[src/rtl/i2c_target.sv]
// I2C target with a 16-byte register file: pointer-then-data writes, streaming reads.
// Optional `I2C_TARGET_GLITCH_FILTER_EN adds a 3-sample majority filter on SCL/SDA.
module i2c_target #(
  parameter logic [6:0] ADDR      = 7'h3C,
  parameter logic [7:0] RESET_VAL = 8'h00
) (
  input  logic       clk,
  input  logic       reset,
  input  logic       scl_i,
  input  logic       sda_i,
  output logic       sda_oe,
  output logic       wr_stb,
  output logic [3:0] wr_idx,
  output logic [7:0] wr_data,
  input  logic [3:0] host_idx,
  output logic [7:0] host_rdata,
  output logic       busy
);

  typedef enum logic [3:0] {
    S_IDLE, S_ADDR, S_ADDR_ACK, S_PTR, S_PTR_ACK,
    S_WDATA, S_WDATA_ACK, S_RDATA, S_RACK, S_IGNORE
  } state_t;

  // Synchronizers reset high so an idle bus produces no spurious edges.
  logic [1:0] scl_sy, sda_sy;
  always_ff @(posedge clk or negedge reset)
    if (!reset) begin
      scl_sy <= 2'b11;
      sda_sy <= 2'b11;
    end else begin
      scl_sy <= {scl_sy[0], scl_i};
      sda_sy <= {sda_sy[0], sda_i};
    end

  logic scl_f, sda_f;
`ifdef I2C_TARGET_GLITCH_FILTER_EN
  logic [1:0] scl_h, sda_h;
  always_ff @(posedge clk or negedge reset)
    if (!reset) begin
      scl_h <= 2'b11;
      sda_h <= 2'b11;
    end else begin
      scl_h <= {scl_h[0], scl_sy[1]};
      sda_h <= {sda_h[0], sda_sy[1]};
    end
  assign scl_f = (scl_sy[1] & scl_h[0]) | (scl_sy[1] & scl_h[1]) | (scl_h[0] & scl_h[1]);
  assign sda_f = (sda_sy[1] & sda_h[0]) | (sda_sy[1] & sda_h[1]) | (sda_h[0] & sda_h[1]);
`else
  assign scl_f = scl_sy[1];
  assign sda_f = sda_sy[1];
`endif

  logic scl_d, sda_d;
  always_ff @(posedge clk or negedge reset)
    if (!reset) begin
      scl_d <= 1'b1;
      sda_d <= 1'b1;
    end else begin
      scl_d <= scl_f;
      sda_d <= sda_f;
    end

  logic scl_rise, scl_fall, start_c, stop_c;
  assign scl_rise = scl_f & ~scl_d;
  assign scl_fall = ~scl_f & scl_d;
  assign start_c  = scl_f & scl_d & sda_d & ~sda_f;
  assign stop_c   = scl_f & scl_d & ~sda_d & sda_f;

  state_t      state, state_n;
  logic [2:0]  bit_cnt, bit_cnt_n;
  logic [7:0]  sh, sh_n;
  logic [3:0]  ptr, ptr_n, ptr_inc;
  logic        rnw, rnw_n, oe_n, busy_n, we;
  logic [7:0]  regs [16];
  logic [7:0]  byte_in, rd_byte, rd_next;

  assign byte_in = {sh[6:0], sda_f};
  assign ptr_inc = ptr + 4'd1;
  assign rd_byte = regs[ptr];
  assign rd_next = regs[ptr_inc];

  always_ff @(posedge clk or negedge reset)
    if (!reset) begin
      state   <= S_IDLE;
      bit_cnt <= '0;
      sh      <= '0;
      ptr     <= '0;
      rnw     <= 1'b0;
      sda_oe  <= 1'b0;
      busy    <= 1'b0;
    end else begin
      state   <= state_n;
      bit_cnt <= bit_cnt_n;
      sh      <= sh_n;
      ptr     <= ptr_n;
      rnw     <= rnw_n;
      sda_oe  <= oe_n;
      busy    <= busy_n;
    end

  // ACK states use sda_oe itself as the phase flag: first fall asserts, second releases.
  always_comb begin
    state_n   = state;
    bit_cnt_n = bit_cnt;
    sh_n      = sh;
    ptr_n     = ptr;
    rnw_n     = rnw;
    oe_n      = sda_oe;
    busy_n    = busy;
    we        = 1'b0;
    if (stop_c) begin
      state_n = S_IDLE;
      oe_n    = 1'b0;
      busy_n  = 1'b0;
    end else if (start_c) begin
      state_n   = S_ADDR;
      bit_cnt_n = '0;
      oe_n      = 1'b0;
    end else begin
      case (state)
        S_ADDR: if (scl_rise) begin
          sh_n      = byte_in;
          bit_cnt_n = bit_cnt + 3'd1;
          if (bit_cnt == 3'd7) begin
            if (byte_in[7:1] == ADDR) begin
              state_n = S_ADDR_ACK;
              rnw_n   = byte_in[0];
              busy_n  = 1'b1;
            end else begin
              state_n = S_IGNORE;
            end
          end
        end
        S_ADDR_ACK: if (scl_fall) begin
          if (!sda_oe) oe_n = 1'b1;
          else if (rnw) begin
            oe_n    = ~rd_byte[7];
            sh_n    = {rd_byte[6:0], 1'b0};
            state_n = S_RDATA;
          end else begin
            oe_n    = 1'b0;
            state_n = S_PTR;
          end
        end
        S_PTR: if (scl_rise) begin
          sh_n      = byte_in;
          bit_cnt_n = bit_cnt + 3'd1;
          if (bit_cnt == 3'd7) begin
            ptr_n   = byte_in[3:0];
            state_n = S_PTR_ACK;
          end
        end
        S_WDATA: if (scl_rise) begin
          sh_n      = byte_in;
          bit_cnt_n = bit_cnt + 3'd1;
          if (bit_cnt == 3'd7) begin
            we      = 1'b1;
            ptr_n   = ptr_inc;
            state_n = S_WDATA_ACK;
          end
        end
        S_PTR_ACK, S_WDATA_ACK: if (scl_fall) begin
          if (!sda_oe) oe_n = 1'b1;
          else begin
            oe_n      = 1'b0;
            bit_cnt_n = '0;
            state_n   = S_WDATA;
          end
        end
        S_RDATA: begin
          if (scl_fall) begin
            oe_n = ~sh[7];
            sh_n = {sh[6:0], 1'b0};
          end else if (scl_rise) begin
            bit_cnt_n = bit_cnt + 3'd1;
            if (bit_cnt == 3'd7) state_n = S_RACK;
          end
        end
        S_RACK: begin
          if (scl_fall) oe_n = 1'b0;
          else if (scl_rise) begin
            ptr_n = ptr_inc;
            if (!sda_f) begin
              sh_n    = rd_next;
              state_n = S_RDATA;
            end else begin
              state_n = S_IGNORE;
            end
          end
        end
        S_IGNORE: oe_n = 1'b0;
        default:  ;
      endcase
    end
  end

  always_ff @(posedge clk or negedge reset)
    if (!reset) begin
      for (int i = 0; i < 16; i++) regs[i] <= RESET_VAL;
      wr_stb     <= 1'b0;
      wr_idx     <= '0;
      wr_data    <= '0;
      host_rdata <= RESET_VAL;
    end else begin
      wr_stb     <= we;
      host_rdata <= regs[host_idx];
      if (we) begin
        regs[ptr] <= byte_in;
        wr_idx    <= ptr;
        wr_data   <= byte_in;
      end
    end

endmodule

[config.mk]
export PLATFORM = sky130hd
export DESIGN_NAME = i2c_target
export DESIGN_NICKNAME = d
export VERILOG_FILES = /design/src/rtl/i2c_target.sv
export SDC_FILE = /design/constraint.sdc
export NUM_CORES = 1
export LEC_CHECK = 0
export BUFFER_PORTS_ARGS = -buffer_cell sky130_fd_sc_hd__buf_2
export CAP_MARGIN = 10
export CORE_MARGIN = 2
export CORE_UTILIZATION = 50
export DETAILED_ROUTE_END_ITERATION = 8
export GPL_TIMING_DRIVEN = 0
export PLACE_DENSITY = 0.66
export SETUP_SLACK_MARGIN = 0.3
export SLEW_MARGIN = 20
export SYNTH_ARGS = -nofsm -noshare
export SYNTH_HDL_FRONTEND = slang
export SYNTH_SLANG_ARGS = --single-unit
[constraint.sdc]
create_clock -name clk -period 8.67 [get_ports clk]
set_input_delay 1.3005 -clock clk [delete_from_list [all_inputs] [get_ports clk]]
set_output_delay 1.3005 -clock clk [all_outputs]
set_load 0.03 [all_outputs]
==> flow_summary.yaml <==
floorplanning:
  die_y_um: 149
  io_pins: 31
  core_area_um2: 20400
  die-area_um2: 22100
  die_w_um: 149
  placementRows: 52
  initial_core_util_pct: 51.3
detailed_routing:
  wl_per_cell_um: 27.7
  avgViaCountPerCell: 6.83
  drc: 0
  drtAntennaViolNets: 0
  wl_um: 30800
  drt_iter0_markers: 841
  vias: 7597
  dr.pass1.iters: 5
placed_design:
  gp_congestion: 0.968
  dp_hpwl_um: 21700
  dp_cells: 1080
  place_ws_ns: 4.46
  io_buffers: 26
yosys:
  synthArstFlopShare_pct: 100
  yosysWarnings: 0
  synth_cells: 783
  yosysMostFrequentCell: "dfrtp_1"
  syn_area_per_cell_um2: 13.4
  synth-seq-cells: 177
  ys.flop_type: "dfrtp_1"
  synthesis.nets: 797
  synth_top_area_cell: "dfrtp_1"
  yosys-top-cells-count: "dfrtp_1, mux2_2, mux4_2"
  ys_types: 56
  ys_seq_area_share_pct: 42.4
  netlist_top_cells_area: "dfrtp_1, mux4_2, mux2_2"
  syn_area_um2: 10500
  synth-edff-count: 0
  synth_top_area_share_pct: 40.9
timing:
  slew_headroom_pct: 33.8
  setup_viol: 0
  maxSlewViolCount: 0
  grt_setup_unrepaired: "false"
  worstMarginPinSlew_ns: 0.989
  min_period_ns: 4.34
  fmax_ghz: 0.231
  final_hold_viol_count: 0
  post-route-period-util_pct: 50.0
  tns_ns: 0
  finalWorstSetupSlack_ns: 4.33
  finClkSkew_ns: 0.00822
flow_run:
  maxCapViolations: 0
global_routing:
  overflow: 0
  grt_pass1_vias: 7884
  grt_max_degree: 92
  grt_first_pass_wirelength_um: 47500
  antenna_found_initial: 0
  grt_usage_pct: 29.2
cts:
  cts_sinks: 177
  cts_root_buf: "clkbuf_16"
  cts_hold_buffers: 0
  cts_buffers: 17
  tritoncts: "yes"
  clk_pin_slew_worst_paths_ns: 0.07
  post_cts_resized: 0
  htree_levels: 4
  worstSkewPairLatency_ns: 0.44
  post-cts-setup-buffer-count: 0
  clockBufferDepth: 2
cells_and_area:
  fin_nets: 843
  final_util_pct: 56.8
  num_antenna_cells: 0
  layout-drive-gt1-share_pct: 41.0
  stdcell_count: 1112
  area_growth_pct: 10.6
critical_path:
  worstSetupPathType: "register to register"
  critPathRequiredTime_ns: 8.97
  crit_path_max_fanout: 10
  worst_ep_arrival_time_ns: 4.63
  worst_setup_path_start_kind: "register"
  r2r_setup_slack_ns: 4.33
  crit_path_end_kind: "register"
run_status:
  outcome: "finished, final reports clean"
hold_path:
  hold_class: "register to register"
power:
  power_density_nw_per_um2: 256
  irDropWorstVdd_v: 0.000154
  power_leakage_nw: 5.22
worst max-delay path, stage by stage (launching register included):
cell     delay, ns
dfrtp_1       0.38
buf_2         0.25
buf_2         0.41
buf_2         0.42
inv_1         0.21
ha_1          0.36
buf_2         0.22
buf_2         0.40
buf_2         0.41
mux4_2        0.37
mux2i_1       0.26
nor3_1        0.07
a31oi_1       0.24
a41oi_2       0.15
layout by cell type, fill, tap and decap left out, types with 17 or more instances in the layout:
cell type,n
o21ai_0,30
dfrtp_1,171
buf_2,58
mux4_2,90
a21oi_1,22
mux2_2,131
nand2_1,38
clkbuf_1,29
mux2i_1,45
clkbuf_16,17
per-layer routing:
layer  wire [µm]  track usage (%)  vias to the layer above
met5           0                0                        -
met4        1290             12.9                        0
met3        2970             6.04                       86
met2       14300             44.8                      507
met1       12200             40.6                     3869
li1            -                -                     3135
power breakdown:
part	internal, mW	switching, mW
sequential	0.874	0.0390
clock	0.434	0.361
combinational	0.417	0.834
area by class of cell:
class                           count  area (µm²)
Inverter                           14        52.6
Timing Repair Buffer               27         168
Clock inverter                     14         169
Clock buffer                       18         429
Buffer                             73         342
Tap cell                          270         338
Sequential cell                   177        4440
Multi-Input combinational cell    519        5630
Fill cell                        1650        8800
per-stage QoR:
step | instance area (µm²) | hold slack [ns] | total power, mW
after floorplan | 10500 | 0.345 | 1.75
after detailed placement | 11000 | 0.347 | 2.14
after global placement | 10900 | 0.346 | 2.12
after CTS | 11600 | 0.358 | 2.93
after global routing | 11600 | 0.361 | 3.07
final | 11600 | 0.356 | 2.96
sequential cells by signal, indices dropped and copies added, names as in the netlist:
| name | flops |
|---|---|
| sda_oe | 1 |
| scl_sy | 2 |
| host_rdata | 8 |
| regs | 128 |
| state | 4 |
| rnw | 1 |
| sda_sy | 2 |
| wr_data | 8 |
| sh | 8 |
| busy | 1 |
| wr_idx | 4 |
| scl_d | 1 |
| ptr | 4 |
| bit_cnt | 3 |
| sda_d | 1 |
| wr_stb | 1 |
cells by family (layout without fill, tap and decap cells):
logic type / Yosys count / in the layout / share of synthesized area [%]
AND/OR/NAND/NOR: 123 / 123 / 6.69
XOR/XNOR: 5 / 5 / 0.419
multiplexers: 266 / 266 / 37.8
buffers and inverters: 87 / 146 / 3.77
flip-flops: 177 / 177 / 42.4
AO/OA/AOI/OAI: 119 / 119 / 8.15
adder cells (fa/ha/maj): 6 / 6 / 0.718
worst paths after layout:
path	start	to	cells after the start
min reg2reg	sda_sy[0]	sda_sy[1]	0
max	ptr[1]	sh[7]	13
max in group asynchronous	reset	scl_sy[0]	2
min in group asynchronous	reset	regs[126]	1
max reg2reg	ptr[1]	sh[7]	13
min	sda_sy[0]	sda_sy[1]	0
Power figures use the tool's default switching activity.
